===== config.mk =====
export PLATFORM = sky130hd
export DESIGN_NAME = pe_acc
export DESIGN_NICKNAME = d
export VERILOG_FILES = /design/src/rtl/pe_pkg.sv /design/src/rtl/pe_acc_alu.sv /design/src/rtl/pe_acc.sv
export SDC_FILE = /design/constraint.sdc
export NUM_CORES = 1
export LEC_CHECK = 0
export ABC_AREA = 1
export BUFFER_PORTS_ARGS = -buffer_cell sky130_fd_sc_hd__buf_2
export CORE_MARGIN = 4
export CORE_UTILIZATION = 68
export CTS_CLUSTER_DIAMETER = 60
export DETAILED_ROUTE_END_ITERATION = 16
export PLACE_DENSITY_LB_ADDON = 0.25
export SYNTH_ARGS = -nofsm -noshare
export SYNTH_HDL_FRONTEND = slang
export SYNTH_SLANG_ARGS = --single-unit

===== constraint.sdc =====
create_clock -name clk -period 4.9 [get_ports clk]
set_clock_uncertainty 0.05 [all_clocks]
set_input_delay 0.735 -clock clk [delete_from_list [all_inputs] [get_ports clk]]
set_output_delay 0.735 -clock clk [all_outputs]
set_load 0.05 [all_outputs]

===== src/rtl/pe_pkg.sv =====
// Shared opcode encoding for the pipelined accumulating processing element.
package pe_pkg;

    localparam int OP_W = 3;

    typedef enum logic [OP_W-1:0] {
        ADD  = 3'd0,
        SUB  = 3'd1,
        MUL  = 3'd2,
        MAC  = 3'd3,
        ACC  = 3'd4,
        CLR  = 3'd5,
        RSV6 = 3'd6,
        RSV7 = 3'd7
    } op_t;

endpackage


===== src/rtl/pe_acc_alu.sv =====
// Stage-2 combinational datapath: computes the result, next accumulator value and flags
// from the stage-1 registers and the current accumulator.
module pe_acc_alu
    import pe_pkg::*;
#(
    parameter int DATA_W = 8,
    parameter int RES_W  = 20,
    parameter int SAT    = 1
) (
    input  logic [DATA_W-1:0]   a,
    input  logic [DATA_W-1:0]   b,
    input  logic [DATA_W-1:0]   c,
    input  logic [2*DATA_W-1:0] prod,
    input  op_t                 op,
    input  logic [RES_W-1:0]    acc,
    output logic [RES_W-1:0]    result_nxt,
    output logic [RES_W-1:0]    acc_nxt,
    output logic                ovf,
    output logic                err
);

    logic [RES_W-1:0] a_x;
    logic [RES_W-1:0] b_x;
    logic [RES_W-1:0] c_x;
    logic [RES_W-1:0] p_x;
    logic [RES_W:0]   acc_sum;

    assign a_x = RES_W'(a);
    assign b_x = RES_W'(b);
    assign c_x = RES_W'(c);
    assign p_x = RES_W'(prod);

    // One extra bit so the carry out of the accumulator is visible.
    assign acc_sum = {1'b0, acc} + {1'b0, p_x};

    always_comb begin
        result_nxt = '0;
        acc_nxt    = acc;
        ovf        = 1'b0;
        err        = 1'b0;
        case (op)
            ADD: result_nxt = a_x + b_x;
            SUB: result_nxt = a_x - b_x;
            MUL: result_nxt = p_x;
            MAC: result_nxt = p_x + c_x;
            ACC: begin
                ovf = acc_sum[RES_W];
                if (acc_sum[RES_W] && (SAT != 0)) begin
                    acc_nxt = '1;
                end else begin
                    acc_nxt = acc_sum[RES_W-1:0];
                end
                result_nxt = acc_nxt;
            end
            CLR: acc_nxt = '0;
            default: err = 1'b1;
        endcase
    end

endmodule


===== src/rtl/pe_acc.sv =====
// Two-stage pipelined PE with valid/ready on both sides and a running accumulator.
// Handshake: a beat transfers on a rising edge where valid && ready; ready never waits on valid.
module pe_acc
    import pe_pkg::*;
#(
    parameter int DATA_W = 8,
    parameter int RES_W  = 20,
    parameter int SAT    = 1
) (
    input  logic              clk,
    input  logic              rst,
    input  logic              in_valid,
    output logic              in_ready,
    input  logic [DATA_W-1:0] op_a,
    input  logic [DATA_W-1:0] op_b,
    input  logic [DATA_W-1:0] op_c,
    input  logic [OP_W-1:0]   op_i,
    output logic              out_valid,
    input  logic              out_ready,
    output logic [RES_W-1:0]  result,
    output logic              ovf,
    output logic              err
);

    if (DATA_W < 2) begin : g_bad_data_w
        $error("pe_acc: DATA_W must be at least 2");
    end
    if (RES_W < 2 * DATA_W + 1) begin : g_bad_res_w
        $error("pe_acc: RES_W must be at least 2*DATA_W+1");
    end

    logic                s1_valid;
    logic [DATA_W-1:0]   s1_a;
    logic [DATA_W-1:0]   s1_b;
    logic [DATA_W-1:0]   s1_c;
    logic [2*DATA_W-1:0] s1_prod;
    op_t                 s1_op;
    logic [RES_W-1:0]    acc;
    logic [RES_W-1:0]    acc_nxt;
    logic [RES_W-1:0]    result_nxt;
    logic                ovf_nxt;
    logic                err_nxt;
    logic                s1_adv;
    logic                s2_adv;

    assign s2_adv   = !out_valid || out_ready;
    assign s1_adv   = !s1_valid || s2_adv;
    assign in_ready = s1_adv;

    always_ff @(posedge clk or posedge rst) begin
        if (rst) begin
            s1_valid <= 1'b0;
            s1_a     <= '0;
            s1_b     <= '0;
            s1_c     <= '0;
            s1_prod  <= '0;
            s1_op    <= ADD;
        end else if (s1_adv) begin
            s1_valid <= in_valid;
            if (in_valid) begin
                s1_a    <= op_a;
                s1_b    <= op_b;
                s1_c    <= op_c;
                s1_prod <= (2*DATA_W)'(op_a) * (2*DATA_W)'(op_b);
                s1_op   <= op_t'(op_i);
            end
        end
    end

    pe_acc_alu #(
        .DATA_W (DATA_W),
        .RES_W  (RES_W),
        .SAT    (SAT)
    ) u_alu (
        .a          (s1_a),
        .b          (s1_b),
        .c          (s1_c),
        .prod       (s1_prod),
        .op         (s1_op),
        .acc        (acc),
        .result_nxt (result_nxt),
        .acc_nxt    (acc_nxt),
        .ovf        (ovf_nxt),
        .err        (err_nxt)
    );

    // acc is read and written only here, so each ACC/CLR beat updates it exactly once.
    always_ff @(posedge clk or posedge rst) begin
        if (rst) begin
            out_valid <= 1'b0;
            result    <= '0;
            ovf       <= 1'b0;
            err       <= 1'b0;
            acc       <= '0;
        end else if (s2_adv) begin
            out_valid <= s1_valid;
            if (s1_valid) begin
                result <= result_nxt;
                ovf    <= ovf_nxt;
                err    <= err_nxt;
                acc    <= acc_nxt;
            end
        end
    end

endmodule


==> metrics.cfg <==
[worst_setup_path]
cp_data_arrival_time_ps = 4520
crit_type = input port to register
cp-start-kind = input port
r2r_start = s1_prod[0]
startpoint = op_a[4]
endpoint_kind = register
cp_max_fo = 9
crit_required_ps = 5060
r2r_setup_slack_ps = 2120

[clock_network]
cts_setup_buffers = 0
cts_hold_repair.buffers = 0
htree_levels = 3
cts_root_buf = clkbuf_16
insertion_delay_ps = 350
numCtsBuffers = 9
cts_sinks = 87
cts_tree = built
clk_path_buf_depth = 2
clk_pin_slew_worst_paths_ps = 60
post_cts_resize_count = 0

[synth]
synthTopCellsByArea = dfrtp_1 25%, nand2_1 20%, ha_1 11%, inv_1 10%, fa_1 9.2%
synth_top_area_frac = 0.251
ys_types = 42
synth_area_leader_cell = dfrtp_1
synth_nets = 1440
synth_ff_type = dfrtp_1
ys_warn_count = 0
synth_edf_count = 0
ys_seq_area_frac = 0.251
synth.most_common_cell = nand2_1
netlist_area_um2 = 8660
syn_inst = 1293
ys_top_cells_by_count = 459 x nand2_1, 237 x inv_1, 87 x dfrtp_1, 78 x nand3_1, 76 x ha_1
ys_seq_elements = 87
async_reset_ff_frac = 1.00
syn_avg_cell_area_um2 = 6.70

[grt]
grt_pass1_vias = 7862
grt_use_total = 0.307
antenna_found_initial = 0
grt.overflow.total = 0
grt_max_degree = 49
grt_pass1_wl_um = 36100

[timing]
hold_ws_ps = 424
setup_slack_ps = 544
hold_viol_final = 0
fin_crit_sh = 0.889
rsz0062_at_grt = no
report.final.slew_viol_count = 0
tns_ps = 0
fmax_mhz = 230
relSlewSlack = 0.203
setup_viol = 0
finalCriticalPeriod_ps = 4360
tightest_slew_ps = 1190

[cells_and_area]
area_delta_synth_final_pct = 7.15
fill_cells = 1020
diodes = 0
drive_gt1_frac = 0.0874
nets = 1469

[run_status]
outcome = complete, no violations

[floorplan]
start_util = 0.707
core_area_um2 = 12300
fp.dieH_um = 121
die_area_um2 = 14600
fp.dieW_um = 121
io_pins = 55
rows = 40

[power]
power_density_nw_per_um2 = 513
ir_drop_v = 0.000201
finalPower_mw = 4.77
p_leak_nw = 5.60

[placed_design]
pre_cts_ws_ps = 202
place.gp.congestion = 0.956
portBuffers = 54
dpl.hpwl_um = 17000

[drt]
drc_errors = 0
via_per_inst = 5.50
avgRoutedWirePerCell_um = 14.3
routed_wl_um = 21400
vias = 8219
ant_nets = 0
first_pass_iters = 6
drtIter0Drc = 757

[worst_hold_path]
min_from = result[12]
hold_class = register to register

[flow_run]
cap_viol_max_count = 0

[path summary, 6_finish.rpt]
| path | depth (start not counted) | end |
|---|---|---|
| worst max-delay path | 19 | s1_prod[14] |
| worst min-delay path | 2 | result[12] |
| worst max register to register | 14 | result[7] |
| worst min register to register | 2 | result[12] |
| max in group asynchronous | 3 | s1_prod[3] |
| min in group asynchronous | 2 | result[1] |
[stage by stage]
stage,instances,cell area (µm²),util
6_report,1495,9280,0.757
3_5_place_dp,1479,9000,0.734
4_1_cts,1495,9280,0.757
3_3_place_gp,1479,9000,0.734
5_1_grt,1495,9280,0.757
2_1_floorplan,1293,8660,-
[cells by family after synthesis]
| kind of cell | after synthesis | share of synthesized area |
|---|---|---|
| DFF | 87 | 0.251 |
| AOI/OAI and AO/OA | 134 | 0.0841 |
| buffers and inverters | 284 | 0.128 |
| xor gates and xnor gates | 11 | 0.0111 |
| and+or+nand+nor | 661 | 0.323 |
| adders and majority gates | 116 | 0.202 |
[where the power goes]
part	internal [mW]	switching [mW]
clock	0.375	0.284
combinational	1.00	1.94
sequential	0.950	0.210
[routing by layer]
layer,vias up,part of all wire,track usage
li1,4062,-,-
met1,3784,0.42,0.388
met2,307,0.48,0.535
met3,66,0.062,0.0462
met4,0,0.031,0.112
met5,-,0,0
[state kept, by name (all words and copies together), names as in the netlist]
| signal | count |
|---|---|
| s1_valid | 1 |
| err | 1 |
| s1_a | 8 |
| ovf | 1 |
| result | 20 |
| acc | 20 |
| s1_c | 8 |
| s1_b | 8 |
| out_valid | 1 |
| s1_op | 3 |
| s1_prod | 16 |
[worst max-delay path: stages]
cell      delay, ps
buf_2           200
nand2_1         110
fa_1            540
inv_1            60
fa_1            540
inv_1            60
fa_1            530
inv_1            40
ha_1            280
ha_1            360
nand2_1         100
nand2_1          50
inv_1            90
nor2_1           50
a211oi_1        210
nand3_1         120
or2_2           290
nand3_1          70
o21ai_0          90
[layout make-up]
type,instances,area (µm²),area share
clock inverters,3,26.3,0.00283
flip-flops and latches,87,2180,0.235
well taps,168,210,0.0226
repair buffers,62,330,0.0356
multi-input cells,922,5380,0.579
inverters,240,902,0.0972
clock buffers,13,260,0.0280
[cell usage in the layout, fill, tap and decap left out, types with 31 or more instances in the layout]
cell type	count
nand2_1	459
ha_1	76
dfrtp_1	87
o21ai_0	56
fa_1	40
buf_2	54
inv_1	236
nor2_1	53
a21oi_1	31
nand3_1	78
No activity file was read; power rests on OpenSTA's default activity.
